`config.mk`:
```
export PLATFORM = sky130hd
export DESIGN_NAME = alu_operand_fetch
export DESIGN_NICKNAME = d
export VERILOG_FILES = /design/src/rtl/alu_operand_fetch.sv
export SDC_FILE = /design/constraint.sdc
export NUM_CORES = 2
export LEC_CHECK = 0
export CAP_MARGIN = 20
export CORE_MARGIN = 3
export CORE_UTILIZATION = 30
export DETAILED_ROUTE_END_ITERATION = 7
export RECOVER_POWER = 100
export SYNTH_ARGS = -nofsm -noshare
export SYNTH_HDL_FRONTEND = slang
export SYNTH_SLANG_ARGS = --single-unit
```
`constraint.sdc`:
```
create_clock -name clk -period 3.5 [get_ports clk]
set_clock_uncertainty 0.2 [all_clocks]
set_input_delay 0.35 -clock clk [delete_from_list [all_inputs] [get_ports clk]]
set_output_delay 0.35 -clock clk [all_outputs]
set_load 0.02 [all_outputs]
```
`src/rtl/alu_operand_fetch.sv`:
```
`default_nettype none
// ============================================================================
// Module      : alu_operand_fetch
// Description : 32-entry register file with same-cycle write-back bypass and
//               a single registered operand stage toward the ALU.
// Revision    : 1.0 - initial release
// ============================================================================
module alu_operand_fetch #(
  parameter int WIDTH = 32
) (
  input  logic             clk,
  input  logic             rst_n,
  input  logic             in_valid,
  output logic             in_ready,
  input  logic [4:0]       rs1,
  input  logic [4:0]       rs2,
  input  logic [4:0]       rd,
  input  logic [1:0]       op_in,
  input  logic             binvert_in,
  input  logic             cin_in,
  input  logic             wb_en,
  input  logic [4:0]       wb_addr,
  input  logic [WIDTH-1:0] wb_data,
  output logic             out_valid,
  input  logic             out_ready,
  output logic [WIDTH-1:0] a,
  output logic [WIDTH-1:0] b,
  output logic [1:0]       op,
  output logic             binvert,
  output logic             cin,
  output logic [4:0]       out_rd
);

  logic [WIDTH-1:0] r_rf [32];
  logic             r_valid;
  logic [WIDTH-1:0] r_a;
  logic [WIDTH-1:0] r_b;
  logic [1:0]       r_op;
  logic             r_binvert;
  logic             r_cin;
  logic [4:0]       r_rd;

  logic             w_fire;
  logic [WIDTH-1:0] w_a;
  logic [WIDTH-1:0] w_b;

  // Entry 0 is never written, so it stays at its reset value of zero.
  always_ff @(posedge clk or negedge rst_n) begin
    if (!rst_n) begin
      for (int i = 0; i < 32; i++) begin
        r_rf[i] <= '0;
      end
    end else if (wb_en && (wb_addr != 5'd0)) begin
      r_rf[wb_addr] <= wb_data;
    end
  end

  // Write-back data is forwarded so an instruction issuing in the same cycle
  // as the write sees the new value.
  always_comb begin
    w_a = '0;
    w_b = '0;
    if (rs1 != 5'd0) begin
      w_a = (wb_en && (wb_addr == rs1)) ? wb_data : r_rf[rs1];
    end
    if (rs2 != 5'd0) begin
      w_b = (wb_en && (wb_addr == rs2)) ? wb_data : r_rf[rs2];
    end
  end

  assign in_ready = !r_valid || out_ready;
  assign w_fire   = in_valid && in_ready;

  always_ff @(posedge clk or negedge rst_n) begin
    if (!rst_n) begin
      r_valid   <= 1'b0;
      r_a       <= '0;
      r_b       <= '0;
      r_op      <= 2'd0;
      r_binvert <= 1'b0;
      r_cin     <= 1'b0;
      r_rd      <= 5'd0;
    end else if (w_fire) begin
      r_valid   <= 1'b1;
      r_a       <= w_a;
      r_b       <= w_b;
      r_op      <= op_in;
      r_binvert <= binvert_in;
      r_cin     <= cin_in;
      r_rd      <= rd;
    end else if (out_ready) begin
      r_valid   <= 1'b0;
    end
  end

  assign out_valid = r_valid;
  assign a         = r_a;
  assign b         = r_b;
  assign op        = r_op;
  assign binvert   = r_binvert;
  assign cin       = r_cin;
  assign out_rd    = r_rd;

endmodule
`default_nettype wire

```
Word-level counts from Yosys, hierarchy flattened:

Index checks and enable logic that the tools add are counted.

* eq/ne operators: 2
* shift operators: 0
* magnitude comparators: 4
* reduce and logical (&&, ||, !) cells: 11
* divide/modulo/power cells: 0
* bitwise gates (word level): 3
* multiplexer cells: 15
* add/sub/neg operators: 0
* multiply operators: 0

Operators by type and width (number)
* bitwise mux 1024 bit: 1
* binary-select mux 32 bit (select 5 bit): 2
* two-way mux 32 bit: 9
* demux 32 bit (select 5 bit): 1
* greater-or-equal comparator 6 bit, second input constant: 3
* inverter 5 -> 6 bit: 3
* nonzero test 5 bit: 3
* equality test 5 bit: 2
* less-than comparator 6 x 1 -> 1 bit, second input constant: 1
* logical AND 1 bit: 5
* two-way mux 1 bit: 2
* nonzero test 2 bit: 1
* logical NOT 1 bit: 1
* logical OR 1 bit: 1

* bits in registers: 1098
* bits in read-only memories: 0
* memories: 0
* bits in latches: 0
* memory bits (writable): 0

Depth between registers and ports, before layout:

* depth after elaboration: 6
* gate-level depth with buffers: 8
* mapped depth without buffers: 5

Least setup slack after synthesis:

No wires, ideal clock.

* path kind: input port to flip-flop
* from: input rs1[2]
* to: register r_a[24] (netlist: a[24])
* stages on the path: 8
* arrival: 2.052 ns
* data required time: 3.166 ns
* setup time: 0.134 ns
* path slack: 1.114 ns
* cell sequence: buf_2 -> clkbuf_1 -> buf_1 -> mux4_2 -> a22oi_1 -> nand2_1 -> a222oi_1 -> o21ai_1

* word-level cells in the longest chain between the ends: 6
* elaborated cells on any way between the ends: 9

RTL lines
* start: declaration: RTL line 15 `input logic [4:0] rs1,`
* inverter 5 -> 6 bit (implied by the code): RTL line 64 `w_a = (wb_en && (wb_addr == rs1)) ? wb_data : r_rf[rs1];`
* binary-select mux 32 bit (select 5 bit): RTL line 64
* two-way mux 32 bit (implied by the code) (2 in series): RTL line 64
* two-way mux 32 bit: RTL line 64
* two-way mux 32 bit *: RTL line 63 `if (rs1 != 5'd0) begin`
* end signal: assignment: RTL line 85 `r_a <= w_a;`
* end: declaration: RTL line 36 `logic [WIDTH-1:0] r_a;`

Mark *: on every way between the ends. The rest lies on a longest branch, timed or not. The select of a mux whose other input is x is not followed.
A chain may end at the register's enable or synchronous reset.

Final worst setup path:

* from: input wb_en
* to: register r_rf[360] (netlist name)

* word-level cells in the longest chain between the ends: 1

RTL lines
* start: declaration: RTL line 21 `input logic wb_en,`
* logical AND 1 bit: RTL line 53 `end else if (wb_en && (wb_addr != 5'd0)) begin`
* end signal: indexed assignment: RTL line 54 `r_rf[wb_addr] <= wb_data;`
* end: declaration: RTL line 34 `logic [WIDTH-1:0] r_rf [32];`

Every way passes these cells.

==> run metrics <==
status=complete, but fails checks; failing checks=capacitance limit, slew limit; Int Pwr=27.4 mW; CP Class=primary input to register; Die Area=195000 µm²; clock power share=34.9%; register bit total from synthesis=1098; final hold vios=0; P&R area growth vs syn=16.5%; power per cell area=570 nW/µm²; CTS Buf Count=117; Hold Crit Class=primary input to async pin; setup bufs post-CTS=0; Routed WL=179 mm; via count=36.2k; Synth warnings=0; slew margin rel.=-29.4%; # rows=159; RSZ-0062 raised after global routing=false; worst slew pin tran=1.94 ns; CTS Hold Bufs=10; Tot GR Track Use=18.2%; crit-path cells=dlygate4sd3_1 -> or3b_2 -> nor2_1 -> clkbuf_1 -> mux2_2; Synth Instances=3826; setup_tns=0 ns; Initial Util=30.2%; met2 WL=88.7 mm; sequential cell area=27500 µm²; CP Buf/Inv Count=2; Die Width=441 µm; Final Wtd Congestion=0.780; GR Overflow Total=0; Residual DRC=0; Critical Path Slowest Stage Cell=clkbuf_1; Clock Latency Late Sink=0.75 ns; P_leak=28.0 nW; hpwl dp=110 mm; clk root buf=clkbuf_16; nature of the critical path endpoint=register; met3 WL=9.25 mm; Max Cap Viol=17; vias in the first global route=37.9k; Mapped Area=56800 µm²; async set-reset flop share out of synthesis=100%; largest net degree at the start of global routing=91; Top Layer Used=met5; drt initial violations=3115; P_sw=10.3 mW; Worst-path clk slew=0.06 ns; CTS resizes=0; Ports=136; pre-CTS setup slack=0.357 ns; crit path launch type=primary input; Filler Cells Inserted=17.9k; Flop pwr share=44.9%; WP data required=3.91 ns; syn_nets=3887; Sink Count=1098; first-pass GRT wire length=263 mm; sequential share of the synthesized area=48.3%; Post-synth EDFFs=0; Core Box Area=188000 µm²; fin crit period=3.06 ns; CP delay by family, top=buffers and inverters; Cells after DPL=6221; initial antenna violation count=5; H-tree Lvls=3; crit path max fanout=14; Finished Layout Cells=6470; ys flop type=dfrtp_1; final worst path period share=87.3%; f_max=327 MHz; Slew Viols, Final=386; nets=3934; Finish-stage setup viols=0; die height=441 µm; share of cells above drive strength 1=47.7%; per-cell routed wire length=27.6 µm; 1st-pass router iterations=5; WL met1=73.4 mm; count of different cell masters after synthesis=41; syn_area_per_cell=14.9 µm²; final setup margin=0.444 ns; CTS tree=done; Final ANT Viol Nets=0; slowest cell delay on critical path=1.10 ns; area of the multi-input gates=27500 µm²; # port buffers=135; switching fraction of total power=27.3%; power after layout=37.8 mW; peak supply drop=0.392 mV; Comb power frac=20.2%; Avg Vias per Cell=5.59; maximum buffer depth of the clock tree=3; CP arrival=3.47 ns
## registers in the layout, summed over array words and instances, names as in the netlist
| register | count |
|---|---|
| b | 32 |
| out_rd | 5 |
| out_valid | 1 |
| a | 32 |
| op | 2 |
| cin | 1 |
| binvert | 1 |
| r_rf | 1024 |
## cells in the mapped netlist, types with 3 or more instances
cell type     n  share of area, %
clkbuf_1    248               1.6
buf_4         9              0.12
mux2_2      992                20
xor2_1        5             0.077
o21ai_1      32              0.28
nand3_1       4             0.035
a22oi_1     160               2.1
or3_1        33              0.36
buf_2        91              0.80
nand3b_1      3             0.040
and2_1        4             0.044
nor2b_1       4             0.044
nor3b_1       3             0.040
dfrtp_1    1098                48
a221oi_1     65               1.0
a222oi_1     32              0.56
o21ai_0      64              0.56
mux2i_1     128               2.3
buf_6        18              0.36
a21oi_1      64              0.56
buf_1        69              0.46
mux4_2      479                19
nand2_1     142              0.94
xnor2_1       5             0.077
nor2_1       21              0.14
inv_1        34              0.22
## power by group through the flow
stage          Combinational (mW)  Clock, mW  Sequential, mW
2_1_floorplan                5.40          0            16.7
3_3_place_gp                 7.58          0            17.0
3_5_place_dp                 7.74          0            17.1
4_1_cts                      7.77       13.5            16.9
5_1_grt                      8.20       14.0            17.3
6_report                     7.63       13.2            17.0
## area by class of cell
type	count	share of cell area, %
sequential	1098	41.5
tap	2495	4.72
antenna	3	0.0113
timing repair buffer	363	5.89
inverter	34	0.193
clock buffer	170	5.19
multi-input combinational	2259	41.5
clock inverter	48	0.983
## logic make-up (layout without fill, tap and decap cells)
kind of cell    count (synthesis)  after routing  share of synthesized area (%)
buf+inv                       469            615                           3.59
other cells                     0              3                              0
mux                          1599           1599                           40.9
compound gates                424            424                           5.23
flops                        1098           1098                           48.3
xor+xnor                       10             10                          0.154
simple gates                  226            226                           1.80
## metal layers
metal / global-route usage [%] / vias up
li1: - / 14900
met1: 23.4 / 19800
met2: 30.9 / 1147
met3: 2.68 / 335
met4: 7.11 / 2
met5: 0 / -
## metrics by stage
stage / area [µm²] / hold WS, ns / utilization (%)
2_1_floorplan: 56800 / -0.146 / -
3_3_place_gp: 62000 / 0.176 / 33.0
3_5_place_dp: 62100 / 0.182 / 33.0
4_1_cts: 66200 / 0.0189 / 35.2
5_1_grt: 66200 / 0.0377 / 35.2
6_report: 66200 / 0.0141 / 35.2
## layout by cell type, fill, tap and decap left out, types with 4 or more instances in the layout
cell type,synthesis,routed
dfrtp_1,1098,1098
mux2_2,992,992
mux4_2,479,479
a22oi_1,160,160
nand2_1,142,130
mux2i_1,128,128
clkbuf_16,0,125
o21ai_0,64,95
dlygate4sd3_1,0,88
buf_4,9,78
a221oi_1,65,65
a21oi_1,64,64
clkbuf_1,248,59
buf_12,0,56
clkdlybuf4s50_1,0,48
inv_1,34,33
or3_1,33,33
a222oi_1,32,32
clkbuf_8,0,29
clkbuf_2,0,29
clkinv_2,0,23
nor2_1,21,13
bufinv_16,0,13
nand2_2,0,11
buf_8,0,9
nor2_4,0,8
buf_16,0,8
clkinvlp_4,0,6
xor2_1,5,5
xnor2_1,5,5
nand3_1,4,4
nor2b_4,0,4
## final timing paths
path / startpoint / endpoint / slack, ns / depth (start not counted)
worst max register to register: out_valid$_DFFE_PN0P_ / a[1]$_DFFE_PN0P_ / 0.70 / 6
worst max-delay path: wb_en / r_rf[360]$_DFFE_PN0P_ / 0.44 / 5
worst min-delay path: rst_n / a[25]$_DFFE_PN0P_ / 0.01 / 2
worst min register to register: r_rf[995]$_DFFE_PN0P_ / r_rf[995]$_DFFE_PN0P_ / 0.19 / 0
min in group clk: wb_data[10] / r_rf[842]$_DFFE_PN0P_ / 0.14 / 2
max in group asynchronous: rst_n / r_rf[987]$_DFFE_PN0P_ / 0.72 / 4
Note: power is estimated with default switching activity, not from simulation.
